## config.mk

```make
export PLATFORM = sky130hd
export DESIGN_NAME = syscall_ctrl_flat
export DESIGN_NICKNAME = d
export VERILOG_FILES = /design/src/rtl/syscall_ctrl_if.sv /design/src/rtl/syscall_ctrl.sv /design/src/flat_wrapper.sv
export SDC_FILE = /design/constraint.sdc
export NUM_CORES = 1
export LEC_CHECK = 0
export CAP_MARGIN = 20
export CORE_MARGIN = 2
export CORE_UTILIZATION = 53
export DETAILED_ROUTE_END_ITERATION = 12
export GPL_TIMING_DRIVEN = 0
export PLACE_DENSITY = 0.81
export SLEW_MARGIN = 40
export SYNTH_ARGS = -nofsm -noshare
export SYNTH_HDL_FRONTEND = slang
export SYNTH_SLANG_ARGS = --single-unit
```

## constraint.sdc

```tcl
create_clock -name clk -period 4.2 [get_ports clk]
set_input_delay 0.63 -clock clk [delete_from_list [all_inputs] [get_ports clk]]
set_output_delay 0.63 -clock clk [all_outputs]
set_load 0.01 [all_outputs]
```

## src/rtl/syscall_ctrl_if.sv

```systemverilog
// Peripheral side of the syscall controller: memory request port, console byte
// stream and VGA command port. The controller uses the master view.
interface syscall_ctrl_if;
  logic        mem_req;
  logic        mem_we;
  logic [15:0] mem_addr;
  logic [15:0] mem_wdata;
  logic [15:0] mem_rdata;
  logic        mem_ack;
  logic        con_valid;
  logic [7:0]  con_data;
  logic        con_ready;
  logic        vid_activate;
  logic        vid_clear;
  logic        vid_write;
  logic [15:0] vid_addr;
  logic [15:0] vid_data;

  modport master (
    output mem_req, mem_we, mem_addr, mem_wdata,
    input  mem_rdata, mem_ack,
    output con_valid, con_data,
    input  con_ready,
    output vid_activate, vid_clear, vid_write, vid_addr, vid_data
  );

  modport slave (
    input  mem_req, mem_we, mem_addr, mem_wdata,
    output mem_rdata, mem_ack,
    input  con_valid, con_data,
    output con_ready,
    input  vid_activate, vid_clear, vid_write, vid_addr, vid_data
  );
endinterface

```

## src/rtl/syscall_ctrl.sv

```systemverilog
// Syscall service controller: latches a request on the CPU strobe's rising edge
// and performs memory, console-print and VGA operations selected by the code.
module syscall_ctrl #(
  parameter int MAX_STR = 256
) (
  input  logic           clk,
  input  logic           clear_n,
  input  logic           sys_signal,
  input  logic [47:0]    sysregs,
  output logic           busy,
  output logic           done,
  output logic           halt,
  output logic           load_signal,
  output logic [15:0]    load_data,
  syscall_ctrl_if.master bus
);

  localparam int CNT_W = $clog2(MAX_STR + 1);

  localparam logic [3:0] IDLE     = 4'd0;
  localparam logic [3:0] DISPATCH = 4'd1;
  localparam logic [3:0] MEM      = 4'd2;
  localparam logic [3:0] CHAR     = 4'd3;
  localparam logic [3:0] DEC      = 4'd4;
  localparam logic [3:0] STR_RD   = 4'd5;
  localparam logic [3:0] STR_OUT  = 4'd6;
  localparam logic [3:0] VID      = 4'd7;
  localparam logic [3:0] DONE     = 4'd8;
  localparam logic [3:0] HALT     = 4'd9;

  logic [3:0]       state_q, state_d;
  logic             sig_q, armed_q;
  logic [15:0]      code_q, code_d, arg0_q, arg0_d, arg1_q, arg1_d;
  logic             halt_q, halt_d, load_signal_q, load_signal_d;
  logic [15:0]      load_data_q, load_data_d;
  logic             con_valid_q, con_valid_d;
  logic [7:0]       con_data_q, con_data_d;
  logic [15:0]      vid_addr_q, vid_addr_d, vid_data_q, vid_data_d;
  logic [15:0]      ptr_q, ptr_d, rem_q, rem_d;
  logic [CNT_W-1:0] scnt_q, scnt_d;
  logic [2:0]       idx_q, idx_d;
  logic [3:0]       digit_q, digit_d;
  logic             lead_q, lead_d;
  logic             accept, blank;

  function automatic logic [15:0] dec_pow(input logic [2:0] idx);
    case (idx)
      3'd0:    return 16'd10000;
      3'd1:    return 16'd1000;
      3'd2:    return 16'd100;
      3'd3:    return 16'd10;
      default: return 16'd1;
    endcase
  endfunction

  function automatic logic [7:0] dec_char(input logic [3:0] digit, input logic is_blank);
    return is_blank ? 8'h20 : (8'h30 + {4'h0, digit});
  endfunction

  // armed_q masks the first cycle after reset so a strobe already high is not an edge
  assign accept = armed_q && sys_signal && !sig_q && (state_q == IDLE);
  assign blank  = (digit_q == 4'd0) && !lead_q && (idx_q != 3'd4);

  always_comb begin
    state_d       = state_q;
    code_d        = code_q;
    arg0_d        = arg0_q;
    arg1_d        = arg1_q;
    halt_d        = halt_q;
    load_signal_d = load_signal_q;
    load_data_d   = load_data_q;
    con_valid_d   = con_valid_q;
    con_data_d    = con_data_q;
    vid_addr_d    = vid_addr_q;
    vid_data_d    = vid_data_q;
    ptr_d         = ptr_q;
    rem_d         = rem_q;
    scnt_d        = scnt_q;
    idx_d         = idx_q;
    digit_d       = digit_q;
    lead_d        = lead_q;
    case (state_q)
      IDLE: if (accept) begin
        code_d  = sysregs[15:0];
        arg0_d  = sysregs[31:16];
        arg1_d  = sysregs[47:32];
        state_d = DISPATCH;
      end
      DISPATCH: begin
        if (code_q != 16'd2) load_signal_d = 1'b0;
        case (code_q)
          16'd0: begin halt_d = 1'b1; state_d = HALT; end
          16'd1, 16'd2: state_d = MEM;
          16'd3: begin
            rem_d = arg0_q; idx_d = 3'd0; digit_d = 4'd0; lead_d = 1'b0;
            state_d = DEC;
          end
          16'd4: begin con_valid_d = 1'b1; con_data_d = arg0_q[7:0]; state_d = CHAR; end
          16'd5: begin
            ptr_d = arg0_q; scnt_d = '0;
            state_d = (MAX_STR > 0) ? STR_RD : DONE;
          end
          16'd6, 16'd7: state_d = VID;
          16'd8: begin vid_addr_d = arg0_q; vid_data_d = arg1_q; state_d = VID; end
          default: state_d = DONE;
        endcase
      end
      MEM: if (bus.mem_ack) begin
        if (code_q == 16'd2) begin
          load_data_d   = bus.mem_rdata;
          load_signal_d = 1'b1;
        end
        state_d = DONE;
      end
      CHAR: if (bus.con_ready) begin con_valid_d = 1'b0; state_d = DONE; end
      // One subtraction per cycle; the byte is offered once the power no longer fits
      DEC: begin
        if (con_valid_q) begin
          if (bus.con_ready) begin
            con_valid_d = 1'b0;
            digit_d     = 4'd0;
            if (idx_q == 3'd4) state_d = DONE;
            else               idx_d   = idx_q + 3'd1;
          end
        end else if (rem_q >= dec_pow(idx_q)) begin
          rem_d   = rem_q - dec_pow(idx_q);
          digit_d = digit_q + 4'd1;
        end else begin
          con_valid_d = 1'b1;
          con_data_d  = dec_char(digit_q, blank);
          if (!blank) lead_d = 1'b1;
        end
      end
      STR_RD: if (bus.mem_ack) begin
        if (bus.mem_rdata == 16'd0) state_d = DONE;
        else begin
          con_valid_d = 1'b1;
          con_data_d  = bus.mem_rdata[7:0];
          ptr_d       = ptr_q + 16'd1;
          scnt_d      = scnt_q + CNT_W'(1);
          state_d     = STR_OUT;
        end
      end
      STR_OUT: if (bus.con_ready) begin
        con_valid_d = 1'b0;
        state_d     = (scnt_q == CNT_W'(MAX_STR)) ? DONE : STR_RD;
      end
      VID:     state_d = DONE;
      DONE:    state_d = IDLE;
      HALT:    state_d = HALT;
      default: state_d = IDLE;
    endcase
  end

  always_ff @(posedge clk or negedge clear_n) begin
    if (!clear_n) begin
      state_q       <= IDLE;
      sig_q         <= 1'b0;
      armed_q       <= 1'b0;
      code_q        <= '0;
      arg0_q        <= '0;
      arg1_q        <= '0;
      halt_q        <= 1'b0;
      load_signal_q <= 1'b0;
      load_data_q   <= '0;
      con_valid_q   <= 1'b0;
      con_data_q    <= '0;
      vid_addr_q    <= '0;
      vid_data_q    <= '0;
      ptr_q         <= '0;
      rem_q         <= '0;
      scnt_q        <= '0;
      idx_q         <= '0;
      digit_q       <= '0;
      lead_q        <= 1'b0;
    end else begin
      state_q       <= state_d;
      sig_q         <= sys_signal;
      armed_q       <= 1'b1;
      code_q        <= code_d;
      arg0_q        <= arg0_d;
      arg1_q        <= arg1_d;
      halt_q        <= halt_d;
      load_signal_q <= load_signal_d;
      load_data_q   <= load_data_d;
      con_valid_q   <= con_valid_d;
      con_data_q    <= con_data_d;
      vid_addr_q    <= vid_addr_d;
      vid_data_q    <= vid_data_d;
      ptr_q         <= ptr_d;
      rem_q         <= rem_d;
      scnt_q        <= scnt_d;
      idx_q         <= idx_d;
      digit_q       <= digit_d;
      lead_q        <= lead_d;
    end
  end

  assign busy        = (state_q != IDLE);
  assign done        = (state_q == DONE);
  assign halt        = halt_q;
  assign load_signal = load_signal_q;
  assign load_data   = load_data_q;

  assign bus.mem_req      = (state_q == MEM) || (state_q == STR_RD);
  assign bus.mem_we       = (state_q == MEM) && (code_q == 16'd1);
  assign bus.mem_addr     = (state_q == MEM) ? arg0_q : ((state_q == STR_RD) ? ptr_q : 16'd0);
  assign bus.mem_wdata    = bus.mem_we ? arg1_q : 16'd0;
  assign bus.con_valid    = con_valid_q;
  assign bus.con_data     = con_data_q;
  assign bus.vid_activate = (state_q == VID) && (code_q == 16'd6);
  assign bus.vid_clear    = (state_q == VID) && (code_q == 16'd7);
  assign bus.vid_write    = (state_q == VID) && (code_q == 16'd8);
  assign bus.vid_addr     = vid_addr_q;
  assign bus.vid_data     = vid_data_q;

endmodule

```

## src/flat_wrapper.sv

```systemverilog
// flat-port wrapper written by rule: the top's interface ports become plain ports
module syscall_ctrl_flat 
#(
  parameter int MAX_STR = 256
)
  (clk, clear_n, sys_signal, sysregs, busy, done, halt, load_signal, load_data, bus_mem_req, bus_mem_we, bus_mem_addr, bus_mem_wdata, bus_mem_rdata, bus_mem_ack, bus_con_valid, bus_con_data, bus_con_ready, bus_vid_activate, bus_vid_clear, bus_vid_write, bus_vid_addr, bus_vid_data);
  syscall_ctrl_if bus_i ();
  input  logic clk;
  input  logic clear_n;
  input  logic sys_signal;
  input  logic [47:0] sysregs;
  output logic busy;
  output logic done;
  output logic halt;
  output logic load_signal;
  output logic [15:0] load_data;
  output wire logic [$bits(bus_i.mem_req)-1:0] bus_mem_req;
  output wire logic [$bits(bus_i.mem_we)-1:0] bus_mem_we;
  output wire logic [$bits(bus_i.mem_addr)-1:0] bus_mem_addr;
  output wire logic [$bits(bus_i.mem_wdata)-1:0] bus_mem_wdata;
  input wire logic [$bits(bus_i.mem_rdata)-1:0] bus_mem_rdata;
  input wire logic [$bits(bus_i.mem_ack)-1:0] bus_mem_ack;
  output wire logic [$bits(bus_i.con_valid)-1:0] bus_con_valid;
  output wire logic [$bits(bus_i.con_data)-1:0] bus_con_data;
  input wire logic [$bits(bus_i.con_ready)-1:0] bus_con_ready;
  output wire logic [$bits(bus_i.vid_activate)-1:0] bus_vid_activate;
  output wire logic [$bits(bus_i.vid_clear)-1:0] bus_vid_clear;
  output wire logic [$bits(bus_i.vid_write)-1:0] bus_vid_write;
  output wire logic [$bits(bus_i.vid_addr)-1:0] bus_vid_addr;
  output wire logic [$bits(bus_i.vid_data)-1:0] bus_vid_data;
  assign bus_mem_req = bus_i.mem_req;
  assign bus_mem_we = bus_i.mem_we;
  assign bus_mem_addr = bus_i.mem_addr;
  assign bus_mem_wdata = bus_i.mem_wdata;
  assign bus_i.mem_rdata = bus_mem_rdata;
  assign bus_i.mem_ack = bus_mem_ack;
  assign bus_con_valid = bus_i.con_valid;
  assign bus_con_data = bus_i.con_data;
  assign bus_i.con_ready = bus_con_ready;
  assign bus_vid_activate = bus_i.vid_activate;
  assign bus_vid_clear = bus_i.vid_clear;
  assign bus_vid_write = bus_i.vid_write;
  assign bus_vid_addr = bus_i.vid_addr;
  assign bus_vid_data = bus_i.vid_data;
  syscall_ctrl #(.MAX_STR(MAX_STR)) u_core (.clk(clk), .clear_n(clear_n), .sys_signal(sys_signal), .sysregs(sysregs), .busy(busy), .done(done), .halt(halt), .load_signal(load_signal), .load_data(load_data), .bus(bus_i));
endmodule
```

Yosys cells after proc, flatten, opt, wreduce, memory -nomap -nowiden
Index checks and enable logic that the tools add are counted.
- order comparisons: 1
- equal/unequal tests: 46
- add/subtract/negate cells: 6
- mux-type cells: 67
- reduce and logical (&&, ||, !) cells: 39
- operators with widths (kind ; number):
    2-to-1 mux 16 bit ; 14
    == test 16 x 3 -> 1 bit, second input constant ; 4
    case mux 16 bit (2 select lines) ; 2
    2-to-1 mux 4 bit ; 14
    case mux 14 bit (4 select lines) ; 1
    2-to-1 mux 8 bit ; 6
    case mux 4 bit (9 select lines) ; 1
    == test 16 x 2 -> 1 bit, second input constant ; 2
    zero test 16 bit ; 2
    2-to-1 mux 9 bit ; 3
    case mux 4 bit (6 select lines) ; 1
    case mux 8 bit (3 select lines) ; 1
    inequality test 2 x 1 -> 1 bit, second input constant ; 10
    inequality test 2 bit, second input constant ; 10
    case mux 9 bit (2 select lines) ; 1
    adder 16 x 1 -> 16 bit, second input constant ; 1
    == test 16 x 1 -> 1 bit, second input constant ; 1
    == test 16 x 4 -> 1 bit, second input constant ; 1
    == test 4 x 3 -> 1 bit, second input constant ; 4
    >= comparator 16 bit ; 1
    inequality test 16 x 2 -> 1 bit, second input constant ; 1
    AND reduction 4 bit ; 4
    subtractor 16 bit ; 1
    AND reduction 5 bit ; 3
    other kinds (33) ; 70
- register bits: 162
- bits of input ports: 69
- output and inout port bits: 98
- logic and storage cells: 178

Logic depth before layout (Yosys ltp)
Gate-level depths: netlist (run 1).
- depth after elaboration: 12
- depth in mapped cells: 14

Worst setup path after synthesis (run 1)
Ideal clock, no wire load.
- path type: register to register
- start point: register u_core.idx_q[0]
- end point: register u_core.con_data_q[0] (netlist: u_core.bus.con_data[0])
- arrival time: 3.309 ns
- buffers on the path: 1
- library setup time: 0.127 ns
- stages on the path, launching flop included: 15
- required time: 4.073 ns
- setup slack: 0.764 ns
- path through: dfrtp_1 > ha_1 > ha_1 > a21oi_1 > and3_1 > ha_1 > inv_1 > fa_1 > a21o_1 > a211oi_1 > o32ai_4 > o41ai_2 > and2b_1 > buf_4 > mux2_1
- word-level cells in the longest chain between the ends: 7
- RTL lines (element ; RTL line ; RTL):
    from (decl) ; syscall_ctrl.sv:41 ; logic [2:0] idx_q, idx_d;
    from (signal assigned) ; syscall_ctrl.sv:193 ; idx_q <= idx_d;
    == test 3 x 2 -> 1 bit (tied with other cells) ; syscall_ctrl.sv:47 ; case (idx)
    case mux 14 bit (4 select lines) ; syscall_ctrl.sv:47 ;
    2-to-1 mux 16 bit ; syscall_ctrl.sv:118 ; if (con_valid_q) begin
    2-to-1 mux 16 bit ; syscall_ctrl.sv:82 ; case (state_q)
    >= comparator 16 bit ; syscall_ctrl.sv:125 ; end else if (rem_q >= dec_pow(idx_q)) begin
    inequality test 2 bit (no line) ; - ;
    AND reduction 6 bit (no line) ; - ;
    to (signal assigned) ; syscall_ctrl.sv:187 ; con_data_q <= con_data_d;
    to (decl) ; syscall_ctrl.sv:37 ; logic [7:0] con_data_q, con_data_d;
Parallel ways exist; a longest one is shown, timed or not. The select of a mux whose other input is x is not followed.
A chain may end at the register's enable or synchronous reset.

Worst setup path in the final report (run 1)
- start point: register u_core.idx_q[0]
- end point: register u_core.con_data_q[3] (netlist: u_core.bus.con_data[3])
The elaborated chain is that of the path after synthesis.

==> results of run 1 <==
## how the worst max path moves through the flow
stage	slack (ns)	to	from	cells past startpoint
6_report	0.21	u_core.bus.con_data[3]	u_core.idx_q[0]	14
5_1_grt	0.009	u_core.bus.con_data[3]	u_core.idx_q[0]	14
4_1_cts	0.10	bus_mem_addr[4]	u_core.state_q[1]	8
3_5_place_dp	0.29	u_core.bus.con_data[3]	u_core.idx_q[0]	14
3_3_place_gp	-4.25	u_core.bus.vid_data[4]	clear_n	1
2_1_floorplan	0.76	u_core.bus.con_data[0]	u_core.idx_q[0]	14
## cells by family (layout without fill, tap and decap cells)
| group | after synthesis | count (layout) | synth area share (%) |
|---|---|---|---|
| AND/OR/NAND/NOR | 221 | 221 | 13.6 |
| AO/OA/AOI/OAI | 187 | 187 | 15.7 |
| flip-flops | 162 | 162 | 47.1 |
| multiplexers | 115 | 115 | 15.0 |
| buffers and inverters | 68 | 267 | 3.35 |
| adder cells (fa/ha/maj) | 25 | 25 | 3.70 |
| XOR/XNOR | 15 | 15 | 1.53 |
| other | 1 | 1 | 0.0436 |
## what timing repair did
action	CTS	global route
hold endpoints to repair	0	0
endpoints found under the setup margin	0	18
gates resized for setup	0	3
## cell usage after synthesis (3+ instances only)
| cell type | n |
|---|---|
| buf_1 | 6 |
| nor3_1 | 14 |
| nor4_2 | 3 |
| nand2b_1 | 5 |
| nand3_1 | 21 |
| o22a_1 | 6 |
| a31oi_1 | 10 |
| or4_1 | 3 |
| a221oi_1 | 3 |
| and2_1 | 21 |
| nor4_1 | 8 |
| nor2_1 | 36 |
| a2bb2oi_1 | 10 |
| o21a_1 | 6 |
| and4_1 | 3 |
| o31ai_1 | 3 |
| and2b_1 | 3 |
| dfrtp_1 | 162 |
| a211oi_1 | 5 |
| ha_1 | 23 |
| a41oi_1 | 3 |
| clkbuf_1 | 20 |
| and3_1 | 9 |
| o21ai_0 | 39 |
| mux2_2 | 106 |
| a22oi_1 | 6 |
| nor2b_1 | 3 |
| inv_1 | 23 |
| nand2_1 | 61 |
| a21oi_1 | 32 |
| mux2_1 | 5 |
| o22ai_1 | 11 |
| xnor2_1 | 5 |
| nand4_1 | 15 |
| mux2i_1 | 4 |
| a21o_1 | 8 |
| xor2_1 | 10 |
| buf_2 | 17 |
| a22o_1 | 15 |
## per-stage QoR
step | setup TNS [ns] | worst slack, ns
final | 0 | 0.206
after global placement | -686.87 | -4.25
after detailed placement | 0 | 0.294
after CTS | 0 | 0.102
after floorplan | 0 | 0.764
after global routing | 0 | 0.00930
## layout make-up
cell class | instances | area (um2) | share of cell area, %
Buffer | 45 | 204 | 1.82
Clock buffer | 19 | 443 | 3.95
Clock inverter | 12 | 155 | 1.39
Inverter | 23 | 86.3 | 0.771
Multi-Input combinational cell | 564 | 4270 | 38.1
Sequential cell | 162 | 4050 | 36.2
Tap cell | 216 | 270 | 2.41
Timing Repair Buffer | 168 | 1720 | 15.4
## state kept, by name, indices dropped and copies added (netlist names), 3 cells and up
signal / cells
u_core.arg0_q: 16
u_core.bus.con_data: 8
u_core.idx_q: 3
u_core.state_q: 4
u_core.arg1_q: 16
u_core.load_data: 16
u_core.digit_q: 4
u_core.code_q: 16
u_core.bus.vid_addr: 16
u_core.ptr_q: 16
u_core.bus.vid_data: 16
u_core.scnt_q: 9
u_core.rem_q: 16
## routing by layer
layer	GRT usage (%)	wire (um)	vias to the layer above
met4	9.90	707	0
met1	35.4	9880	3562
met3	8.18	2170	55
li1	-	-	3314
met5	0	0	-
met2	44.9	10900	353
## power by group through the flow
stage | clock network [mW] | registers [mW] | logic (mW)
2_1_floorplan | 0 | 2.38 | 1.91
3_3_place_gp | 0 | 2.53 | 2.54
3_5_place_dp | 0 | 2.55 | 2.62
4_1_cts | 1.62 | 2.53 | 2.65
5_1_grt | 1.68 | 2.60 | 2.95
6_report | 1.60 | 2.55 | 2.68
==> results by group, run 1 <==
Synth
  – Synthesized Nets: 887
  – Biggest area consumer among synthesized cells: dfrtp_1
  – Syn_area_per_cell: 10.8 um2
  – Synth area leaders: dfrtp_1, mux2_2, ha_1, nand2_1, o21ai_0
  – Cell variety after synth: 78
  – Register bit total from synthesis: 162
  – Cells after Synth: 794
  – Synthesized area: 8600 um2
  – YS warnings: 0
  – Most used flip-flop cell after synthesis: dfrtp_1
  – Post-synth EDFFs: 0
  – Asr flop ratio synth: 100%
  – Share of the synthesized area in the top cell type: 47.1%
  – Sequential-to-total area share from yosys stat: 47.1%

STA
  – Count of final hold-check violations: 0
  – RSZ-0062 raised after global routing: false
  – Fmax: 0.250 GHz
  – Slew margin rel.: 46.1%
  – Period minus WS final: 3.99 ns
  – Slew @ Worst Pin: 0.796 ns
  – Setup Skew: 0.00794 ns
  – Slew Viols, Final: 0
  – Hold_ws: 0.101 ns
  – Setup violations, final: 0
  – Final period util: 95.1%

Layout
  – Final core utilization: 70.5%
  – Commonest non-fill, non-tap cell in the layout: clkdlybuf4s50_1
  – Share of post-route cells with drive strength above 1: 18.3%
  – Antenna cells: 0
  – Layout filler cell count: 1211
  – Final #Nets: 1074
  – Non-filler cells, final: 1209
  – Most frequent cells in the layout: clkdlybuf4s50_1, dfrtp_1, mux2_2
  – Fin area: 11200 um2
  – Syn-to-layout area delta: 30.2%

Setup path
  – CP peak stage delay: 0.49 ns
  – Crit-path cells: inv_1, ha_1, nand2_1, and3_1, ha_1, inv_1, fa_1, a21o_1, a211oi_1, o32ai_4, o41ai_2, and2b_1, buf_4, mux2_1
  – FF-to-FF path depth: 14
  – Crit-path slowest cell: a211oi_1
  – CP Data Arrival Time: 4.30 ns
  – Worst path bufs/invs: 3
  – R2R Setup Slk: 0.21 ns
  – Max FO, Critical Path: 8
  – Worst reg2reg endpoint: u_core.bus.con_data[3]
  – Worst path required time: 4.51 ns
  – Crit path max-delay family: compound AO/OA/AOI/OAI gates
  – Worst r2r src: u_core.idx_q[0]
  – Worst setup EP type: flip-flop
  – Class of the most critical setup path: flip-flop to flip-flop
  – CP Launch Type: flip-flop

Clocking
  – CTS tree: built
  – Max clock buf depth: 2
  – CTS sink cnt: 162
  – Clock-pin slew on the worst setup and hold paths: 0.06 ns
  – # hold bufs at CTS: 0
  – Clk root buf: clkbuf_16
  – H-tree Lvls: 4
  – Worst-Skew Late Latency: 0.44 ns
  – Post-CTS Setup Inserts: 0
  – Num CTS Buffers: 17

Pwr
  – Clock network fraction of total power: 23.4%
  – Sw Share: 37.8%
  – VDD IR max: 0.307 mV
  – Int Power: 4.25 mW
  – Tot Pwr: 6.83 mW
  – Power Density: 610 nW/um2
  – Gate power share: 39.2%
  – P_sw: 2.58 mW
  – Lkg Pwr: 4.85 nW
  – Flop pwr share: 37.3%

Floorplan
  – Site Rows: 46
  – Die W: 131 um
  – Die ar.: 17300 um2
  – IO Pins: 167
  – Starting Density: 54.1%
  – Core Footprint: 15900 um2
  – Die Span Y: 131 um

Route
  – Via/cell ratio: 6.02
  – Final WL: 23700 um
  – DRC viols: 0
  – TritonRoute pass-1 iters: 6
  – Final ANT Viol Nets: 0
  – Total number of vias: 7284
  – Starting DRT DRC Count: 665
  – Drt wl/cell: 19.6 um

Outcome
  – Run status: completed

Placed design
  – GPL Wtd Cong: 0.926
  – Placed inst area: 10600 um2
  – # placed instances: 1178
  – PortBufs: 166
  – Detailed placement HPWL: 17200 um

Global routing
  – Vias in the first global route: 7343
  – First-pass GRT wire length: 38200 um
  – Pin count of the biggest net entering global routing: 60
  – GRT Resource Usage Total: 27.7%
  – Initial antenna violation count: 0
  – GRT overflow: 0

Worst hold path
  – Hold Path Class: primary input to async pin

Flow run
  – # Max-Cap Violations: 0
No activity file was read; power rests on OpenSTA's default activity.
==> run 2, diff against run 1 <==
- CAP_MARGIN: 20 -> 5
==> results of run 2 <==
Same layout as run 1: the final DEF is identical, and so are final timing and power.
==> patch: new RTL, settings of run 2 <==
`MAX_STR` is set to 256 in 2 places; all go to 512.
--- a/src/rtl/syscall_ctrl.sv
+++ b/src/rtl/syscall_ctrl.sv
@@ -1,7 +1,7 @@
 // Syscall service controller: latches a request on the CPU strobe's rising edge
 // and performs memory, console-print and VGA operations selected by the code.
 module syscall_ctrl #(
-  parameter int MAX_STR = 256
+  parameter int MAX_STR = 512
 ) (
   input  logic           clk,
   input  logic           clear_n,
--- a/src/flat_wrapper.sv
+++ b/src/flat_wrapper.sv
@@ -1,7 +1,7 @@
 // flat-port wrapper written by rule: the top's interface ports become plain ports
 module syscall_ctrl_flat 
 #(
-  parameter int MAX_STR = 256
+  parameter int MAX_STR = 512
 )
   (clk, clear_n, sys_signal, sysregs, busy, done, halt, load_signal, load_data, bus_mem_req, bus_mem_we, bus_mem_addr, bus_mem_wdata, bus_mem_rdata, bus_mem_ack, bus_con_valid, bus_con_data, bus_con_ready, bus_vid_activate, bus_vid_clear, bus_vid_write, bus_vid_addr, bus_vid_data);
   syscall_ctrl_if bus_i ();
Formal check against the unedited RTL: same outputs for any inputs over 4 cycles, from zero or initial values; that may be too few to reach the edited logic, so the function may still have changed.
==> patch against run 2 <==
  * Register-to-register slack better by 200 ps
  * Non-clock buffer count is 6 lower
  * Worst setup slack worse by 18 ps
  * Sequential share of layout area is 0.23 points higher
  * Routed wire length is 4.2% higher
  * Global-route usage is 1.2 points higher
  * Design area hardly changed
  * Power is 18% lower
  * Sequential cell count is 1 higher
  * Synthesized area is 0.13% higher
  * Largest power group is now registers
==> patch: results <==
export IMPL_status="complete, no violations"
export IMPL_ys_seq_area_share_pct=47.4
export IMPL_synth_area_leaders="dfrtp_1 47%, mux2_2 13%, o21ai_0 3.5%, ha_1 3.2%, nand2_1 3.1%"
export IMPL_cts_htree_levels=4
export IMPL_io_buffers=166
export IMPL_post_drt_wl_per_cell_um=20.1
export IMPL_grt_usage_pct=28.9
export IMPL_vdd_drop_max_v=0.000342
export IMPL_gp_congestion=0.921
export IMPL_p_int_mw=3.67
export IMPL_first_pass_iters=7
export IMPL_syn_nets=902
export IMPL_fillerInstances=1206
export IMPL_cts_buffer_depth=2
export IMPL_async_reset_ff_share_pct=100
export IMPL_r2r_start="u_core.idx_q[0]"
export IMPL_fin_worst_skew_ps=8.16
export IMPL_drt_initial_drc_count=673
export IMPL_synthTopCellsByCount="163 x dfrtp_1, 96 x mux2_2, 72 x nand2_1"
export IMPL_synthFlopType="dfrtp_1"
export IMPL_grt_max_degree=75
export IMPL_hpwlAfterDp_mm=17.7
export IMPL_hold_violations=0
export IMPL_critPathMaxFanout=10
export IMPL_cp_startpoint="u_core.state_q[0]"
export IMPL_cp_arrival_ps=3380
export IMPL_layout_drive_gt1_share_pct=17.0
export IMPL_clk_latency_ps=430
export IMPL_numCtsBuffers=17
export IMPL_cts_reportedPaths_clkPinSlew_ps=70
export IMPL_antenna_found_initial=0
export IMPL_vias=7356
export IMPL_netlist_instances=810
export IMPL_finalNonFillerCells=1225
export IMPL_reg2reg_depth=10
export IMPL_worstMarginPinSlew_ps=816
export IMPL_grt_pass1_vias=7330
export IMPL_antenna_cells=0
export IMPL_root_buffer="clkbuf_16"
export IMPL_fin_nets=1089
export IMPL_power_leakage_nw=4.77
export IMPL_hold_class="primary input to asynchronous set/reset pin"
export IMPL_grt_pass1_wl_mm=39.7
export IMPL_yosysWarnings=0
export IMPL_synth_distinct_cells=76
patch: cell count changes in the layout (fill, tap and decap cells not counted), sizes merged, moves of 5 or more:
cell            run 2  this run
a2bb2oi            10         1
or3                 1         8
o21ai              41        60
nand3              22        14
o2bb2ai             0         5
o2111ai             1         6
nor2               36        41
nand4              15        10
nand2              62        73
a21oi              33        43
buf                26        18
mux2              111       106
patch: logic make-up after synthesis:
| family | Yosys count | share of synthesized area (%) |
|---|---|---|
| fa+ha+maj | 24 | 3.54 |
| compound gates | 201 | 15.2 |
| xor+xnor | 15 | 1.53 |
| simple gates | 233 | 14.5 |
| other cells | 1 | 0.0435 |
| buf+inv | 63 | 3.07 |
| flops | 163 | 47.4 |
| mux | 110 | 14.8 |
patch: through the flow:
step	utilization [%]	hold slack (ps)	setup WS (ps)	instance area, um^2
after floorplan	-	334	1140	8610
after global routing	70.5	85.6	57.0	11200
after detailed placement	66.8	466	341	10600
final	70.5	74.6	188	11200
after CTS	70.4	79.9	52.7	11200
after global placement	66.4	465	-4270	10500
patch: final cells by class:
cell class,instances,area share (%)
clock inverter,13,1.33
inverter,24,0.804
buffer,39,1.55
sequential,163,36.4
timing repair buffer,168,15.4
multi-input combinational,584,38.3
clock buffer,18,3.83
tap,216,2.41
patch: layer usage:
metal  part of all wire, %  track usage, %  routed length (um)  vias to the layer above
met5                     0               0                   0                        -
met4                   3.6            11.7                 881                        0
met3                   8.2            7.56                2010                       55
met2                    46            45.8               11400                      358
met1                    42            37.9               10400                     3590
li1                      -               -                   -                     3353
patch: power groups by stage:
stage                     Combinational (mW)  Clock [mW]  Sequential [mW]
final                                   1.58        1.56             2.44
after floorplan                        0.991           0             2.29
after detailed placement                1.54           0             2.44
after global routing                    1.73        1.64             2.48
after CTS                               1.57        1.56             2.42
after global placement                  1.48           0             2.42
patch: critical path: stages, from the launching register on:
cell and delay, ps:
dfrtp_1 350, buf_2 160, nand2b_1 210, or3_1 470, or4_4 570, nor2_4 230
buf_2 260, and2_1 160, clkdlybuf4s50_1 530
patch: worst paths after layout:
kind	endpoint	slack, ps
setup / recovery	bus_mem_wdata[12]	190
hold / removal	u_core.rem_q[9]	70
hold reg to reg	u_core.halt	480
max in group asynchronous	u_core.load_data[5]	3460
setup reg to reg	u_core.bus.con_data[0]	410
min in group clk	u_core.halt	480
patch: repair_timing:
action | 4_1_cts | 5_1_grt
resized for setup | 1 | 1
setup endpoints to repair | 10 | 9
buffers inserted | 0 | 0
pin swaps | 0 | 0
